## config.mk

```make
export PLATFORM = sky130hd
export DESIGN_NAME = cacheline_adaptor
export DESIGN_NICKNAME = d
export VERILOG_FILES = /design/src/rtl/cache_mem_itf_pkg.sv /design/src/rtl/cacheline_adaptor_beat_buf.sv /design/src/rtl/cacheline_adaptor.sv
export SDC_FILE = /design/constraint.sdc
export NUM_CORES = 1
export LEC_CHECK = 0
export ABC_AREA = 0
export BUFFER_PORTS_ARGS = -buffer_cell sky130_fd_sc_hd__buf_2
export CORE_AREA = 4 4 274 276
export CTS_BUF_LIST = sky130_fd_sc_hd__clkbuf_16
export DETAILED_ROUTE_END_ITERATION = 10
export DIE_AREA = 0 0 278 280
export REMOVE_ABC_BUFFERS = 1
export SLEW_MARGIN = 0
export SYNTH_ARGS = -nofsm -noshare
export SYNTH_HDL_FRONTEND = slang
export SYNTH_SLANG_ARGS = --single-unit
```

## constraint.sdc

```tcl
create_clock -name clk -period 7 [get_ports clk]
set_input_delay 0.35 -clock clk [delete_from_list [all_inputs] [get_ports clk]]
set_output_delay 0.35 -clock clk [all_outputs]
set_load 0.05 [all_outputs]
```

## src/rtl/cache_mem_itf_pkg.sv

```systemverilog
// ---------------------------------------------------------------------------
// cache_mem_itf -- shared widths and types for the cache <-> memory line
// interface. Both the cache controller side and cacheline_adaptor import this
// package so line and beat widths can never drift apart.
//
//   LINE_W      cacheline width in bits (256)
//   BURST_W     memory beat width in bits (64)
//   BEATS       beats per line, derived (4)
//   BEAT_IDX_W  width of a beat index (2)
//   state_t     adaptor FSM states
//   line_t      one cacheline
//   beat_t      one memory beat
//   beat_idx_t  beat position inside a line
// ---------------------------------------------------------------------------
package cache_mem_itf;

    localparam int LINE_W     = 256;
    localparam int BURST_W    = 64;
    localparam int BEATS      = LINE_W / BURST_W;
    localparam int BEAT_IDX_W = $clog2(BEATS);

    typedef enum logic [1:0] {
        IDLE     = 2'd0,
        RD_BURST = 2'd1,
        WR_BURST = 2'd2,
        DONE     = 2'd3
    } state_t;

    typedef logic [LINE_W-1:0]     line_t;
    typedef logic [BURST_W-1:0]    beat_t;
    typedef logic [BEAT_IDX_W-1:0] beat_idx_t;

endpackage : cache_mem_itf

```

## src/rtl/cacheline_adaptor_beat_buf.sv

```systemverilog
// ---------------------------------------------------------------------------
// cacheline_beat_buf -- line storage for both burst directions.
//
// Holds the line being assembled from read beats and, separately, the line
// latched for a write burst, so a write never disturbs the last read line.
//
//   clk       clock
//   rst_n     asynchronous active-low reset
//   load      capture line_in as the write line
//   line_in   line to be written to memory
//   beat_we   store beat_in into the read line at beat_idx
//   beat_idx  current beat position
//   beat_in   beat returned by memory
//   line_out  assembled read line
//   beat_out  write-line beat selected by beat_idx
// ---------------------------------------------------------------------------
module cacheline_beat_buf
    import cache_mem_itf::*;
(
    input  logic      clk,
    input  logic      rst_n,
    input  logic      load,
    input  line_t     line_in,
    input  logic      beat_we,
    input  beat_idx_t beat_idx,
    input  beat_t     beat_in,
    output line_t     line_out,
    output beat_t     beat_out
);

    line_t rd_line_q;
    line_t wr_line_q;

    // NOTE: these wide registers are reset on purpose: line_o and burst_o
    // must read zero after reset, including after an aborted burst.
    // NOTE: sequential state uses non-blocking assignments so every register
    // samples pre-edge values, independent of statement order.
    always_ff @(posedge clk or negedge rst_n) begin
        if (!rst_n) begin
            rd_line_q <= '0;
            wr_line_q <= '0;
        end else begin
            if (load) begin
                wr_line_q <= line_in;
            end
            if (beat_we) begin
                rd_line_q[beat_idx*BURST_W +: BURST_W] <= beat_in;
            end
        end
    end

    assign line_out = rd_line_q;
    assign beat_out = wr_line_q[beat_idx*BURST_W +: BURST_W];

endmodule : cacheline_beat_buf

```

## src/rtl/cacheline_adaptor.sv

```systemverilog
// ---------------------------------------------------------------------------
// cacheline_adaptor -- converts one 256-bit cacheline read/write request into
// a 4-beat, 64-bit burst toward physical memory and answers the cache with a
// single-cycle resp_o per completed (or aborted) line.
//
// Parameters
//   ADDR_W    byte address width
//   TIMEOUT   watchdog limit in cycles (only with CACHELINE_ADAPTOR_WDT_EN)
//
// Ports
//   clk, rst_n            clock, asynchronous active-low reset
//   read_i, write_i       line requests from cache, held until resp_o
//   address_i             line address from cache
//   line_i                write line from cache
//   line_o                assembled read line
//   resp_o                one-cycle completion pulse to cache
//   address_o             line-aligned burst address
//   read_o, write_o       burst requests to memory
//   burst_o               write beat data
//   burst_i               read beat data
//   resp_i                memory beat-valid / beat-accepted strobe
//   err_o                 watchdog abort pulse
//
// Build option
//   CACHELINE_ADAPTOR_WDT_EN  enables the burst watchdog; when undefined a
//   burst waits indefinitely for resp_i and err_o is constant 0.
// ---------------------------------------------------------------------------
module cacheline_adaptor
    import cache_mem_itf::*;
#(
    parameter int ADDR_W  = 32,
    parameter int TIMEOUT = 1024
) (
    input  logic              clk,
    input  logic              rst_n,
    input  logic              read_i,
    input  logic              write_i,
    input  logic [ADDR_W-1:0] address_i,
    input  line_t             line_i,
    output line_t             line_o,
    output logic              resp_o,
    output logic [ADDR_W-1:0] address_o,
    output logic              read_o,
    output logic              write_o,
    output beat_t             burst_o,
    input  beat_t             burst_i,
    input  logic              resp_i,
    output logic              err_o
);

    // Low address bits that select a byte inside one line.
    localparam logic [ADDR_W-1:0] LINE_OFS_MASK = ADDR_W'(LINE_W/8 - 1);

    state_t            state_q, state_d;
    beat_idx_t         beat_q;
    logic [ADDR_W-1:0] addr_q;
    logic              start_rd, start_wr, start;
    logic              busy, beat_acc, last_beat;
    logic              wdt_hit;

    assign busy      = (state_q == RD_BURST) || (state_q == WR_BURST);
    assign beat_acc  = busy && resp_i;
    assign last_beat = beat_q == beat_idx_t'(BEATS - 1);

    // NOTE: every signal driven here gets a default first, so no path leaves
    // one unassigned and no latch is inferred.
    always_comb begin
        state_d  = state_q;
        start_rd = 1'b0;
        start_wr = 1'b0;
        unique case (state_q)
            IDLE: begin
                // Both requests high is treated as no request.
                if (read_i && !write_i) begin
                    start_rd = 1'b1;
                    state_d  = RD_BURST;
                end else if (write_i && !read_i) begin
                    start_wr = 1'b1;
                    state_d  = WR_BURST;
                end
            end
            RD_BURST, WR_BURST: begin
                if ((resp_i && last_beat) || wdt_hit) begin
                    state_d = DONE;
                end
            end
            DONE:    state_d = IDLE;
            default: state_d = IDLE;
        endcase
    end

    assign start = start_rd || start_wr;

    always_ff @(posedge clk or negedge rst_n) begin
        if (!rst_n) begin
            state_q <= IDLE;
            beat_q  <= '0;
            addr_q  <= '0;
        end else begin
            state_q <= state_d;
            if (start) begin
                addr_q <= address_i & ~LINE_OFS_MASK;
                beat_q <= '0;
            end else if (beat_acc) begin
                // Wraps 3 -> 0 exactly on the final accepted beat.
                beat_q <= beat_q + 1'b1;
            end
        end
    end

    cacheline_beat_buf u_beat_buf (
        .clk      (clk),
        .rst_n    (rst_n),
        .load     (start_wr),
        .line_in  (line_i),
        .beat_we  ((state_q == RD_BURST) && resp_i),
        .beat_idx (beat_q),
        .beat_in  (burst_i),
        .line_out (line_o),
        .beat_out (burst_o)
    );

`ifdef CACHELINE_ADAPTOR_WDT_EN
    localparam int WDT_W = $clog2(TIMEOUT + 1);

    logic [WDT_W-1:0] wdt_q;
    logic             err_q;

    // Fires on the TIMEOUT-th consecutive idle burst cycle; the abort then
    // reuses DONE so the cache still sees exactly one resp_o.
    assign wdt_hit = busy && !resp_i && (wdt_q == WDT_W'(TIMEOUT - 1));

    always_ff @(posedge clk or negedge rst_n) begin
        if (!rst_n) begin
            wdt_q <= '0;
            err_q <= 1'b0;
        end else begin
            if (start || beat_acc) begin
                wdt_q <= '0;
            end else if (busy) begin
                wdt_q <= wdt_q + 1'b1;
            end
            // Registered so err_o lines up with the DONE-cycle resp_o.
            err_q <= wdt_hit;
        end
    end

    assign err_o = err_q;
`else
    assign wdt_hit = 1'b0;
    assign err_o   = 1'b0;
`endif

    assign read_o    = (state_q == RD_BURST);
    assign write_o   = (state_q == WR_BURST);
    assign resp_o    = (state_q == DONE);
    assign address_o = addr_q;

endmodule : cacheline_adaptor

```

* After elaboration in Yosys (flattened, before gate mapping)
Cells that the tools add are included.
** Word-level totals
- Register bits after elaboration :: 543
- Bits of input ports :: 357
- Output and inout port bits :: 356
** Operators by class
- $add $sub $neg :: 2
- Eq/ne operators :: 6
- Shifts and indexed selects :: 3
- Muxes and demuxes :: 12
- Reductions and logical operators :: 13
** Operators with widths (count)
- 256-bit bitwise mux :: 1
- 64-bit by 34-bit variable shift with 256-bit output (first input constant) :: 1
- 256-bit by 9-bit indexed part select with 64-bit output :: 1
- 64-bit by 34-bit indexed part select with 256-bit output :: 1
- 8-bit negation with 34-bit output :: 1
- 2-bit two-way mux :: 5
- 2-bit equality test (second input constant) :: 3
- 2-bit case mux with 3 select lines :: 1
- 1-bit logical AND :: 5
- 1-bit two-way mux :: 5
- 3-bit != test (second input constant) :: 1
- 2-bit by 1-bit adder with 2-bit output (second input constant) :: 1
- 2-bit by 1-bit equality test with 1-bit output (second input constant) :: 1
- 1-bit logical NOT :: 2
- 2-bit logical NOT :: 1
- 1-bit logical OR :: 2
- 2-bit != test (second input constant) :: 1
- 2-bit AND reduction :: 1
- 2-bit nonzero test :: 1
- 2-bit OR reduction :: 1

* Depth between registers and ports, before layout
- Depth in word-level cells :: 7
- Depth in mapped cells :: 9
- Mapped depth without buffers :: 5

* Hierarchy
Synthesis repeated with hierarchy kept, for this count alone.
** Second synthesis, totals
- Cell total of the unflattened synthesis :: 1529
- Area, all modules :: 23023.3 um^2
** Modules (own cells, without submodules)
- cacheline_beat_buf :: instances 1, cells an instance 1434, area each 21569.4 um^2, seq. area each 12812.3 um^2
- cacheline_adaptor :: instances 1, cells an instance 95, area each 1453.9 um^2, seq. area each 775.7 um^2

* Worst setup path before layout
No wires, ideal clock.
- Path type :: reg-to-reg
- From :: reg beat_q[1]
- To :: reg u_beat_buf.rd_line_q[213] (netlist: u_beat_buf.line_out[213])
- Arrival time :: 2.290 ns
- Required time :: 6.933 ns
- Slack :: 4.643 ns
- Stages on the path, launching flop included :: 10
- Period minus slack after synthesis :: 2.357 ns
- Path through :: dfrtp_1 -> buf_2 -> buf_1 -> inv_1 -> ha_1 -> or2_1 -> nor4_2 -> buf_4 -> buf_6 -> a22o_1
** Between the ends
- Longest elaborated chain between the ends :: 3
** Ends and longest elaborated chain
- from (decl) :: RTL line cacheline_adaptor.sv:55 : beat_idx_t beat_q;
- from (signal assigned) :: RTL line cacheline_adaptor.sv:106 : beat_q <= beat_q + 1'b1;
- 8-bit negation with 34-bit output (*) :: RTL line cacheline_adaptor_beat_buf.sv:47 : rd_line_q[beat_idx*BURST_W +: BURST_W] <= beat_in;
- 64-bit by 34-bit indexed part select with 256-bit output / 64-bit by 34-bit variable shift with 256-bit output (equally long branches) :: RTL line cacheline_adaptor_beat_buf.sv:47
- 256-bit bitwise mux (*) :: RTL line cacheline_adaptor_beat_buf.sv:47
- to (signal, indexed assignment) :: RTL line cacheline_adaptor_beat_buf.sv:47
- to (decl) :: RTL line cacheline_adaptor_beat_buf.sv:31 : line_t rd_line_q;
Mark *: on every way between the ends. The rest lies on a longest branch, timed or not.
A chain may end at the register's enable or synchronous reset.

* Worst setup path after layout
- From :: reg beat_q[0]
- To :: out burst_o[25]
** Between the ends
- Longest elaborated chain between the ends :: 1
** Ends and longest elaborated chain
- 256-bit by 9-bit indexed part select with 64-bit output :: RTL line cacheline_adaptor_beat_buf.sv:53 : assign beat_out = wr_line_q[beat_idx*BURST_W +: BURST_W];
- to (decl) :: RTL line cacheline_adaptor.sv:45 : output beat_t burst_o,
Every way passes these cells.

==> summary.log <==
[timing] setup repair after global routing missed its margin false
[synthesis] number of cells produced by synthesis 1297
[global_routing] initial antenna violation count 3
[clock_tree] number of sinks on the clock net 543
[routing] violation count after the first detailed-route iteration 760
[synthesis] library cell occupying the most area in the post-synthesis netlist sky130_fd_sc_hd__dfrtp_1
[clock_tree] total clock buffers created by CTS 57
[global_routing] total routing resource utilization after global routing 0.175
[layout] Final #Nets 2669
[critical_path] kind of launch point of the worst setup path flip-flop
[synthesis] leading register cell type out of synthesis sky130_fd_sc_hd__dfrtp_1
[placed_design] HPWL after detailed placement 48900 um
[power_and_ir_drop] leakage 15.2 nW
[critical_path] highest cell delay on the worst timing path 0.81 ns
[synthesis] synthesized area divided by synthesized cell count 16.5 um^2
[clock_tree] TritonCTS clock tree done
[routing] DRT Wirelength 71100 um
[global_routing] wire length of the first global-routing pass 107000 um
[placed_design] number of buffers inserted by port buffering 701
[synthesis] post-synthesis adder-cell area fraction 0.00584
[timing] final clock skew 0.0198 ns
[clock_tree] count of buffers added by post-CTS timing repair for setup 0
[clock_tree] number of buffers on the longest clock path 3
[synthesis] number of enable-type register cells in the synthesized netlist 0
[placed_design] routability cong. 0.874
[critical_path] endpoint required time on the critical path 6.65 ns
[synthesis] ranking of synthesized cells by instance count 543 x sky130_fd_sc_hd__dfrtp_1, 284 x sky130_fd_sc_hd__mux2_2, 256 x sky130_fd_sc_hd__a22o_1
[floorplan] die footprint 77800 um^2
[power_and_ir_drop] overall power of the completed layout 14.7 mW
[routing] overall via count from detail_route 15736
[critical_path] number of buffers and inverters on the critical path 2
[critical_path] series of cell instances along the critical path buf_4 > mux4_2 > buf_2
[routing] antenna-violating nets left 0
[synthesis] complex-gate fraction of the synthesized area 0.106
[global_routing] total grt overflow 0
[timing] Final Hold Violating Endpoints 0
[synthesis] sequential area share after synthesis 0.634
[layout] post-synthesis to final-layout area growth 43.4%
[timing] Worst-Margin Slew 1.11 ns
[synthesis] multiplexer share of the synthesized area 0.218
[synthesis] synth unique cells 33
[floorplan] floorplan core area 72600 um^2
[critical_path] Critical Path Slowest Stage Cell sky130_fd_sc_hd__buf_4
[routing] detailed-routing iteration count for the pre-antenna-repair pass 5
[clock_tree] clock tree root buffer cell sky130_fd_sc_hd__clkbuf_16
[floorplan] top-level port count 713
[critical_path] startpoint-to-endpoint class of the critical path flip-flop to output port
[synthesis] top cell type's share of synthesized area 0.634
[clock_tree] clock latency on the worst-skew pair 0.61 ns
[synthesis] warning count from the yosys run 0
[synthesis] largest cells by area after synthesis sky130_fd_sc_hd__dfrtp_1 63%, sky130_fd_sc_hd__mux2_2 15%, sky130_fd_sc_hd__a22o_1 10%
[layout] fraction of final layout cells with drive strength greater than 1 0.493
[synthesis] number of flip-flops and latches in the synthesized netlist 543
[timing] Final min period 3.58 ns
[worst_hold_path] Hold Crit Class input pin to flip-flop
[critical_path] critical path's top delay family buffers and inverters
[timing] Max Transition Viols Final 0
[global_routing] maximum number of pins on one net before global-route repair 149
[critical_path] crit-path max FO 43
[power_and_ir_drop] power density cells 478 nW/um^2
[floorplan] vertical die dimension 280 um
[timing] maximum clock rate 0.280 GHz
[global_routing] vias in the first global route 17303
[clock_tree] clock slew seen by the registers of the worst setup and hold paths 0.06 ns
[routing] via density per instance 4.77
[power_and_ir_drop] VDD IR-drop max 321 uV
[timing] total negative setup slack 0 ns
[floorplan] Row Count 99
[synthesis] fraction of synthesis flops using an asynchronous set or reset pin 1.00
[timing] crit share post-route 0.511
[synthesis] simple-gate portion of the synthesized area 0.00660
[floorplan] Die Width 278 um
[timing] # setup viols final 0
[synthesis] dominant combinational cell family by area after synthesis multiplexers
[routing] DRC 0
[synthesis] area of the mapped netlist 21400 um^2
[timing] normalized max-slew margin 0.257
[routing] routed wire length per instance 21.5 um
[floorplan] Initial Utilization 0.295
[synthesis] xor-xnor portion of the synthesized cell area 0.00117
[synthesis] top-count cell post-synth sky130_fd_sc_hd__dfrtp_1
[run_status] outcome completed
[clock_tree] H-tree level count 2
[critical_path] Worst EP arrival 3.23 ns
[job] max-cap check violation count 0
[critical_path] kind of capture point of the worst setup path output port
-- cell usage in the layout (no fill, tap or decap), types with 2 or more instances in the layout --
master,instances
sky130_fd_sc_hd__nand3b_1,3
sky130_fd_sc_hd__buf_12,3
sky130_fd_sc_hd__inv_1,20
sky130_fd_sc_hd__buf_2,700
sky130_fd_sc_hd__ha_1,10
sky130_fd_sc_hd__mux2i_1,2
sky130_fd_sc_hd__clkinv_2,8
sky130_fd_sc_hd__conb_1,6
sky130_fd_sc_hd__dfrtp_4,2
sky130_fd_sc_hd__mux2_2,284
sky130_fd_sc_hd__buf_4,17
sky130_fd_sc_hd__mux4_2,64
sky130_fd_sc_hd__nor4_4,2
sky130_fd_sc_hd__dfrtp_1,541
sky130_fd_sc_hd__o21ai_0,2
sky130_fd_sc_hd__clkinv_1,14
sky130_fd_sc_hd__clkbuf_16,57
sky130_fd_sc_hd__a22o_1,256
sky130_fd_sc_hd__dlygate4sd3_1,324
sky130_fd_sc_hd__nand3_2,3
sky130_fd_sc_hd__inv_6,3
sky130_fd_sc_hd__nand2_1,2
sky130_fd_sc_hd__a21oi_1,2
-- report_power, final --
part           leakage, nW  internal (mW)  switching [mW]
clock network        0.863           1.50            1.22
logic                 7.36           2.34            4.51
registers             6.98           4.36           0.733
total                 15.2           8.21            6.47
-- logic make-up after synthesis --
logic type / Yosys count
AND/OR/NAND/NOR: 19
AO/OA/AOI/OAI: 261
flip-flops: 543
multiplexers: 350
adder cells (fa/ha/maj): 10
other: 1
buffers and inverters: 111
XOR/XNOR: 2
-- final cells by class --
type	count	area, um^2
clock inverters	41	225
well taps	959	1200
multi-input cells	648	7290
inverters	7	26.3
repair buffers	1045	6950
flip-flops and latches	543	13600
diodes	1	2.50
clock buffers	57	1430
fillers	6579	41900
-- state kept, by name, summed over array words and instances (netlist names) --
register              flops
beat_q                    2
u_beat_buf.wr_line_q    256
u_beat_buf.line_out     256
state_q                   2
address_o                27
-- repair_timing --
item | in CTS | in global routing
hold buffers | 324 | 0
hold endpoints to repair | 562 | 0
gates resized for setup | 0 | 0
-- layer usage --
metal | vias up | global-route usage | wire length [um]
met4 | 2 | 0.0727 | 3240
met2 | 698 | 0.294 | 34000
met1 | 8005 | 0.212 | 27800
met3 | 128 | 0.0526 | 6050
li1 | 6903 | - | -
met5 | - | 0 | 13
-- through the flow --
stage | instances | instance area, um^2 | utilization | setup WS [ns] | hold WS, ns
after detailed placement | 2878 | 25800 | 0.356 | 3.55 | 0.486
after CTS | 3300 | 30700 | 0.423 | 3.28 | 0.00265
final | 3301 | 30700 | 0.423 | 3.42 | 0.0484
after global routing | 3300 | 30700 | 0.423 | 3.18 | 0.0150
after global placement | 2878 | 25800 | 0.356 | 3.60 | 0.481
after floorplan | 1198 | 20900 | - | -2.52 | 0.0544
-- final timing paths --
path | to | cells past startpoint | from | slack (ns)
worst max-delay path | burst_o[25] | 3 | beat_q[0] | 3.42
min in group asynchronous | u_beat_buf.wr_line_q[175] | 2 | rst_n | 0.44
max in group asynchronous | u_beat_buf.wr_line_q[107] | 3 | rst_n | 5.11
worst min register to register | u_beat_buf.wr_line_q[146] | 1 | u_beat_buf.wr_line_q[146] | 0.50
worst max register to register | u_beat_buf.line_out[82] | 4 | beat_q[0] | 3.72
worst min-delay path | u_beat_buf.line_out[102] | 2 | burst_i[38] | 0.05
Note: power is estimated with default switching activity, not from simulation.
